===== config.mk =====
export PLATFORM = sky130hd
export DESIGN_NAME = led_effect_controller
export DESIGN_NICKNAME = d
export VERILOG_FILES = /design/src/rtl/led_effect_controller.sv
export SDC_FILE = /design/constraint.sdc
export NUM_CORES = 1
export LEC_CHECK = 0
export CAP_MARGIN = 40
export CORE_MARGIN = 5
export CORE_UTILIZATION = 45
export DETAILED_ROUTE_END_ITERATION = 10
export PLACE_DENSITY = 0.66
export SLEW_MARGIN = 5
export SYNTH_ARGS = -nofsm -noshare
export SYNTH_HDL_FRONTEND = slang
export SYNTH_SLANG_ARGS = --single-unit

===== constraint.sdc =====
create_clock -name clk -period 1.6 [get_ports clk]
set_input_delay 0.16 -clock clk [delete_from_list [all_inputs] [get_ports clk]]
set_output_delay 0.16 -clock clk [all_outputs]
set_load 0.05 [all_outputs]

===== src/rtl/led_effect_controller.sv =====
// Sequencer for the 8-LED effect board: synchronizes two buttons and steps the
// LED pattern once per prescaled tick according to the selected effect mode.
module led_effect_controller #(
  parameter int N        = 8,
  parameter int TICK_DIV = 12500000,
  parameter int DIV_W    = 24
) (
  input  logic         clk,
  input  logic         reset,
  input  logic         btn_mode,
  input  logic         btn_run,
  output logic [N-1:0] led,
  output logic [2:0]   mode,
  output logic         running,
  output logic         step
);

  typedef enum logic [2:0] {
    M_COUNT  = 3'd0,
    M_SHL    = 3'd1,
    M_SHR    = 3'd2,
    M_BOUNCE = 3'd3,
    M_BLINK  = 3'd4
  } mode_e;

  localparam logic [N-1:0]     LED_ONE  = {{(N-1){1'b0}}, 1'b1};
  localparam logic [N-1:0]     LED_MSB  = {1'b1, {(N-1){1'b0}}};
  localparam logic [DIV_W-1:0] CNT_LAST = DIV_W'(TICK_DIV - 1);
  localparam logic [DIV_W-1:0] CNT_ONE  = {{(DIV_W-1){1'b0}}, 1'b1};

  mode_e            mode_q;
  mode_e            mode_nxt;
  logic [N-1:0]     led_q;
  logic [N-1:0]     led_nxt;
  logic [N-1:0]     led_init;
  logic [DIV_W-1:0] cnt_q;
  logic             dir_right_q;
  logic             dir_nxt;
  logic             running_q;
  logic             step_q;

  logic [1:0] mode_sync;
  logic [1:0] run_sync;
  logic       mode_prev;
  logic       run_prev;
  logic       mode_press;
  logic       run_press;
  logic       tick;

  assign mode_press = mode_sync[1] & ~mode_prev;
  assign run_press  = run_sync[1] & ~run_prev;
  assign tick       = running_q && (cnt_q == CNT_LAST);

  // Undefined encodings fall back to COUNT on the next press.
  always_comb begin
    mode_nxt = M_COUNT;
    case (mode_q)
      M_COUNT:  mode_nxt = M_SHL;
      M_SHL:    mode_nxt = M_SHR;
      M_SHR:    mode_nxt = M_BOUNCE;
      M_BOUNCE: mode_nxt = M_BLINK;
      default:  mode_nxt = M_COUNT;
    endcase
  end

  always_comb begin
    led_init = '0;
    case (mode_nxt)
      M_SHL:    led_init = LED_ONE;
      M_SHR:    led_init = LED_MSB;
      M_BOUNCE: led_init = LED_ONE;
      default:  led_init = '0;
    endcase
  end

  // Bounce flips direction on the step that lands on an end bit, so each
  // end position is shown exactly once per turnaround.
  always_comb begin
    led_nxt = led_q;
    dir_nxt = dir_right_q;
    case (mode_q)
      M_COUNT: led_nxt = led_q + LED_ONE;
      M_SHL:   led_nxt = {led_q[N-2:0], led_q[N-1]};
      M_SHR:   led_nxt = {led_q[0], led_q[N-1:1]};
      M_BOUNCE: begin
        if (!dir_right_q) begin
          led_nxt = led_q << 1;
          if (led_q[N-2]) dir_nxt = 1'b1;
        end else begin
          led_nxt = led_q >> 1;
          if (led_q[1]) dir_nxt = 1'b0;
        end
      end
      M_BLINK: led_nxt = ~led_q;
      default: led_nxt = led_q;
    endcase
  end

  always_ff @(posedge clk or posedge reset) begin
    if (reset) begin
      mode_sync   <= '0;
      run_sync    <= '0;
      mode_prev   <= 1'b0;
      run_prev    <= 1'b0;
      mode_q      <= M_COUNT;
      led_q       <= '0;
      cnt_q       <= '0;
      dir_right_q <= 1'b0;
      running_q   <= 1'b1;
      step_q      <= 1'b0;
    end else begin
      mode_sync <= {mode_sync[0], btn_mode};
      run_sync  <= {run_sync[0], btn_run};
      mode_prev <= mode_sync[1];
      run_prev  <= run_sync[1];

      if (mode_press) begin
        mode_q      <= mode_nxt;
        led_q       <= led_init;
        cnt_q       <= '0;
        dir_right_q <= 1'b0;
        step_q      <= 1'b0;
      end else if (tick) begin
        cnt_q       <= '0;
        led_q       <= led_nxt;
        dir_right_q <= dir_nxt;
        step_q      <= 1'b1;
      end else begin
        if (running_q) cnt_q <= cnt_q + CNT_ONE;
        step_q <= 1'b0;
      end

      if (run_press) running_q <= ~running_q;
    end
  end

  assign led     = led_q;
  assign mode    = mode_q;
  assign running = running_q;
  assign step    = step_q;

endmodule


* After elaboration in Yosys (flattened, before gate mapping)
Index checks and enable logic that the tools add are counted.
** Operators by class
- Add/subtract/negate cells :: 2
- $mul :: 0
- Divide/modulo/power cells :: 0
- $lt $le $gt $ge :: 0
- Eq/ne operators :: 8
- Shift operators :: 0
- Mux-type cells :: 17
- Bitwise gates (word level) :: 6
- Reduce and logical (&&, ||, !) cells :: 9
** Operators with widths (number)
- $mux W24 :: 3
- $pmux W8 S5 :: 1
- $add A24 B1 Y24 const B :: 1
- $eq A24 B24 Y1 const B :: 1
- $mux W8 :: 3
- $pmux W8 S2 :: 1
- $eq A3 B2 Y1 const B :: 4
- $pmux W3 S4 :: 1
- $add A8 B1 Y8 const B :: 1
- $mux W1 :: 8
- $not A8 Y8 :: 1
- $eq A3 B1 Y1 const B :: 2
- $reduce_bool A6 Y1 :: 1
- $reduce_and A2 Y1 :: 2
- $reduce_bool A2 Y1 :: 2
- $eq A3 B3 Y1 const B :: 1
- $logic_not A3 Y1 :: 1
- $not A1 Y1 :: 3
- $reduce_bool A3 Y1 :: 1
- $and A1 B1 Y1 :: 2
- $reduce_or A2 Y1 :: 1
- $logic_and A1 B1 Y1 :: 1
** Word-level totals
- Bits in registers :: 44
- Bits in latches :: 0
- Bits in writable memories :: 0
- ROM bits :: 0
- Input port bits :: 4
- Output and inout bits :: 13
- Logic and storage cells :: 52
- Memories :: 0

* Depth between registers and ports, before layout
- Depth in word-level cells :: 6
- Mapped depth :: 7
- Mapped depth without buffers :: 6

* Worst setup path before layout
Ideal clock, no wire load.
- Path type :: reg-to-reg
- From :: register running_q, in the netlist running
- To :: register cnt_q[10]
- Library setup time :: 0.121 ns
- Arrival time :: 1.851 ns
- Required time :: 1.479 ns
- Slack :: -0.372 ns
- Cell stages (with the launch flop) :: 7
- Buffers on the path :: 1
- Period minus slack after synthesis :: 1.972 ns
- Cells stage by stage :: dfstp_2 and3_1 and3_1 nand4_4 nand2_1 buf_2 nor2_1
** Between the ends
- Longest elaborated chain between the ends :: 3
- Elaborated cells between the ends (all ways) :: 4
- Classes of those cells :: mux (2); reduce/logical (2)
** RTL lines
- start: declaration :: line 39 : logic running_q;
- start signal: assignment :: line 133 : if (run_press) running_q <= ~running_q;
- $logic_and A1 B1 Y1 :: line 52 : assign tick = running_q && (cnt_q == CNT_LAST);
- $mux W24 :: line 123 : end else if (tick) begin
- $mux W24 :: line 117 : if (mode_press) begin
- end signal: assignment :: line 129 : if (running_q) cnt_q <= cnt_q + CNT_ONE;
- end: declaration :: line 36 : logic [DIV_W-1:0] cnt_q;
Several ways; a longest one is shown, not always the timed one.
A chain may end at the register's enable or synchronous reset.

* Worst setup path in the final report
- From :: register running_q, in the netlist running
- To :: register led_q[1], in the netlist led[1]
** Between the ends
- Longest elaborated chain between the ends :: 3
** RTL lines
- $logic_and A1 B1 Y1 :: line 52
- $reduce_bool A2 Y1 (no line)
- $reduce_and A2 Y1 (no line)
- end signal: assignment :: line 119 : led_q <= led_init;
- end signal: assignment :: line 125 : led_q <= led_nxt;
- end: declaration :: line 33 : logic [N-1:0] led_q;
No other way between the ends.

==> flow_metrics.py <==
metrics = {
    "run_status": {
        "status": "finished, violations left",
        "violations": "setup timing",
    },
    "routing": {
        "routed_wl_mm": 6.893,
        "via_per_inst": 5.650,
        "firstDrtPassIters": 5,
        "ant_nets": 0,
        "drc": 0,
        "drt_iter0_markers": 124,
        "wire_per_inst_um": 15.99,
        "routed-via-count": 2435,
    },
    "global_routing": {
        "track_usage": 0.1941,
        "antenna_found_initial": 0,
        "grt_overflow_total": 0,
        "grt_pass1_wl_mm": 11.37,
        "grt_max_degree": 45,
        "grt_pass1_vias": 2426,
    },
    "floorplan": {
        "die_x_um": 85.13,
        "dieArea_mm2": 0.007247,
        "start_util": 0.4613,
        "rows": 27,
        "die_y_um": 85.13,
        "pin_count": 17,
        "core_mm2": 0.005507,
    },
    "critical_path": {
        "crit_family": "simple AND/OR/NAND/NOR gates",
        "cp_max_fo": 4,
        "cp.depth": 7,
        "path_class": "reg -> reg",
        "slowest_stage": "dfstp_4",
        "crit_buf_inv": 2,
        "cp-end-kind": "flip-flop",
        "max_stage_delay_ns": 0.63,
        "worstSetupStartpointType": "flip-flop",
        "cp.arrival_ns": 1.97,
        "crit_chain": "and3_4 > and3_4 > nand4_4 > buf_6 > buf_6 > a2bb2oi_1 > nor2_1",
        "reg2regPathDepth": 7,
        "cp.required_ns": 1.83,
    },
    "synthesis": {
        "synthXorXnorAreaFrac": 0.06552,
        "synth_top_family_by_area": "simple AND/OR/NAND/NOR gates",
        "yosys_warnings": 0,
        "synth_area_leaders": "dfrtp_1, xnor2_1, nor2_1, nand2_1, nand3_1",
        "yosysMostFrequentCell": "dfrtp_1",
        "async_reset_ff_frac": 1.000,
        "synth_cells": 282,
        "synth_mux_area_frac": 0.01970,
        "syn_nets": 288,
        "synth-compound-area-share": 0.1665,
        "synth_area_mm2": 0.002540,
        "yosysTopAreaCell": "dfrtp_1",
        "synthAdderAreaFrac": 0.01379,
        "synth_edf_count": 0,
        "yosysSeqAreaShare": 0.4340,
        "ys.flop_type": "dfrtp_1",
        "netlist.area_leader.share": 0.4236,
        "avgSynthCellArea_um2": 9.007,
        "ys_ff_latch": 44,
        "synth_commonest_cells": "dfrtp_1, nor2_1, nand2_1",
        "synth_cell_type_count": 55,
        "yosys.area_share.simple": 0.2591,
    },
    "worst_hold_path": {
        "hold_path.class": "in -> async",
    },
    "finish": {
        "multi_input_area_mm2": 0.001524,
        "num-nets-final": 364,
        "post_layout_nonfiller_instances": 431,
        "fill_cells": 416,
        "utilization": 0.6612,
        "area_growth_syn_to_layout_pct": 43.35,
        "drive_gt1_frac": 0.3760,
        "regArea_mm2": 0.001114,
        "antenna_cells": 0,
    },
    "power_and_ir_drop": {
        "cellLeakagePower_uw": 0.001597,
        "peakVddDrop_mv": 0.9413,
        "total_power_uw": 4068,
        "powerDensity_mw_per_mm2": 1117,
    },
    "timing": {
        "skew_ns": 0.007933,
        "worstMarginPinSlew_ns": 0.4070,
        "setup_viol": 29,
        "fin_crit_sh": 1.085,
        "maxSlewHeadroom": 0.7267,
        "worst_slack_ns": -0.1361,
        "timing.fmax_ghz": 0.5760,
        "grt_setup_unrepaired": "yes",
        "final_max_slew_viol_count": 0,
        "hold_violations": 0,
        "period_minus_slack_ns": 1.736,
    },
    "clock_network": {
        "clock-sinks": 44,
        "clock_latency_ns": 0.30,
        "cts_tree": "done",
        "htree_num_levels": 2,
        "ctsRootBufferMaster": "clkbuf_8",
        "holdBufCountCts": 0,
        "clk_pin_slew_ns": 0.09,
        "clockBufferDepth": 2,
        "cts_made_buffers": 5,
    },
    "job": {
        "drv_cap": 0,
    },
    "placed_design": {
        "gp_congestion": 0.8983,
        "numPortBuffers": 16,
        "dp.cells": 413,
        "hpwl_mm": 4.582,
        "pre_cts_ws_ns": -0.1501,
    },
}
==> power by group <==
part	total, uW	leakage [uW]	internal [uW]	switching [uW]
clock	855	0.0000541	462	393
combinational	1820	0.000963	846	971
sequential	1400	0.000579	1240	154
==> cells in the final DEF (no fill, tap or decap), types with 6 or more instances in the layout <==
cell type,netlist,routed
buf_4,0,68
dfrtp_1,43,37
nor2_1,30,27
nand2_1,27,25
nand3_1,19,16
xnor2_1,13,13
inv_1,9,8
o21ai_0,11,8
buf_12,0,8
a21oi_1,12,7
nor3_1,6,6
nand4_1,6,6
xor2_1,6,6
dfrtp_2,0,6
buf_6,1,6
==> cell type report <==
cell class | instances | share of cell area
multi-input combinational | 213 | 0.4186
timing repair buffer | 85 | 0.2110
sequential | 44 | 0.3058
tap | 72 | 0.02474
inverter | 9 | 0.009278
clock inverter | 3 | 0.01168
clock buffer | 5 | 0.01890
==> what timing repair did <==
| action | in CTS | in global routing |
|---|---|---|
| buffers inserted | 10 | 0 |
| hold endpoints to repair | 0 | 0 |
| gates resized for setup | 23 | 16 |
| endpoints found under the setup margin | 32 | 34 |
| pin swaps | 11 | 5 |
==> sequential cells by signal (all words and copies together) (netlist names) <==
register	flops
step	1
dir_right_q	1
run_sync	2
led	8
cnt_q	24
running	1
mode_sync	2
mode_prev	1
mode	3
run_prev	1
==> cell families after synthesis <==
family,count (synthesis)
AO/OA/AOI/OAI,62
XOR/XNOR,19
adder cells (fa/ha/maj),3
buffers and inverters,25
flip-flops,44
multiplexers,5
AND/OR/NAND/NOR,124
==> stage by stage <==
step | TNS [ns] | cell area, um2 | hold slack (ns)
after floorplan | -3.345 | 2600 | 0.1914
after global placement | -0.9130 | 3278 | 0.3355
after detailed placement | -2.306 | 3278 | 0.3379
after CTS | -2.320 | 3565 | 0.2201
after global routing | -5.217 | 3641 | 0.2390
final | -2.687 | 3641 | 0.2141
==> worst min-delay path: stages <==
cell,delay [ns]
clkdlybuf4s50_1,0.41
clkinv_1,0.08
buf_12,0.25
==> worst paths after layout <==
| check | startpoint | to | slack (ns) |
|---|---|---|---|
| worst max-delay path | running | led[1] | -0.14 |
| worst min-delay path | reset | step | 0.21 |
| worst max register to register | running | led[1] | -0.14 |
| worst min register to register | mode_sync[0] | mode_sync[1] | 0.35 |
| max in group asynchronous | reset | running | 1.11 |
| min in group clk | btn_mode | mode_sync[0] | 0.30 |
==> layer usage <==
| layer | global-route usage | vias up | share of wire | wire length (um) |
|---|---|---|---|---|
| li1 | - | 1170 | - | - |
| met1 | 0.2474 | 1194 | 0.44 | 3007 |
| met2 | 0.3298 | 63 | 0.51 | 3488 |
| met3 | 0.03883 | 8 | 0.045 | 313 |
| met4 | 0.06187 | 0 | 0.012 | 83 |
| met5 | 0 | - | 0 | 0 |
Note: power is estimated with default switching activity, not from simulation.
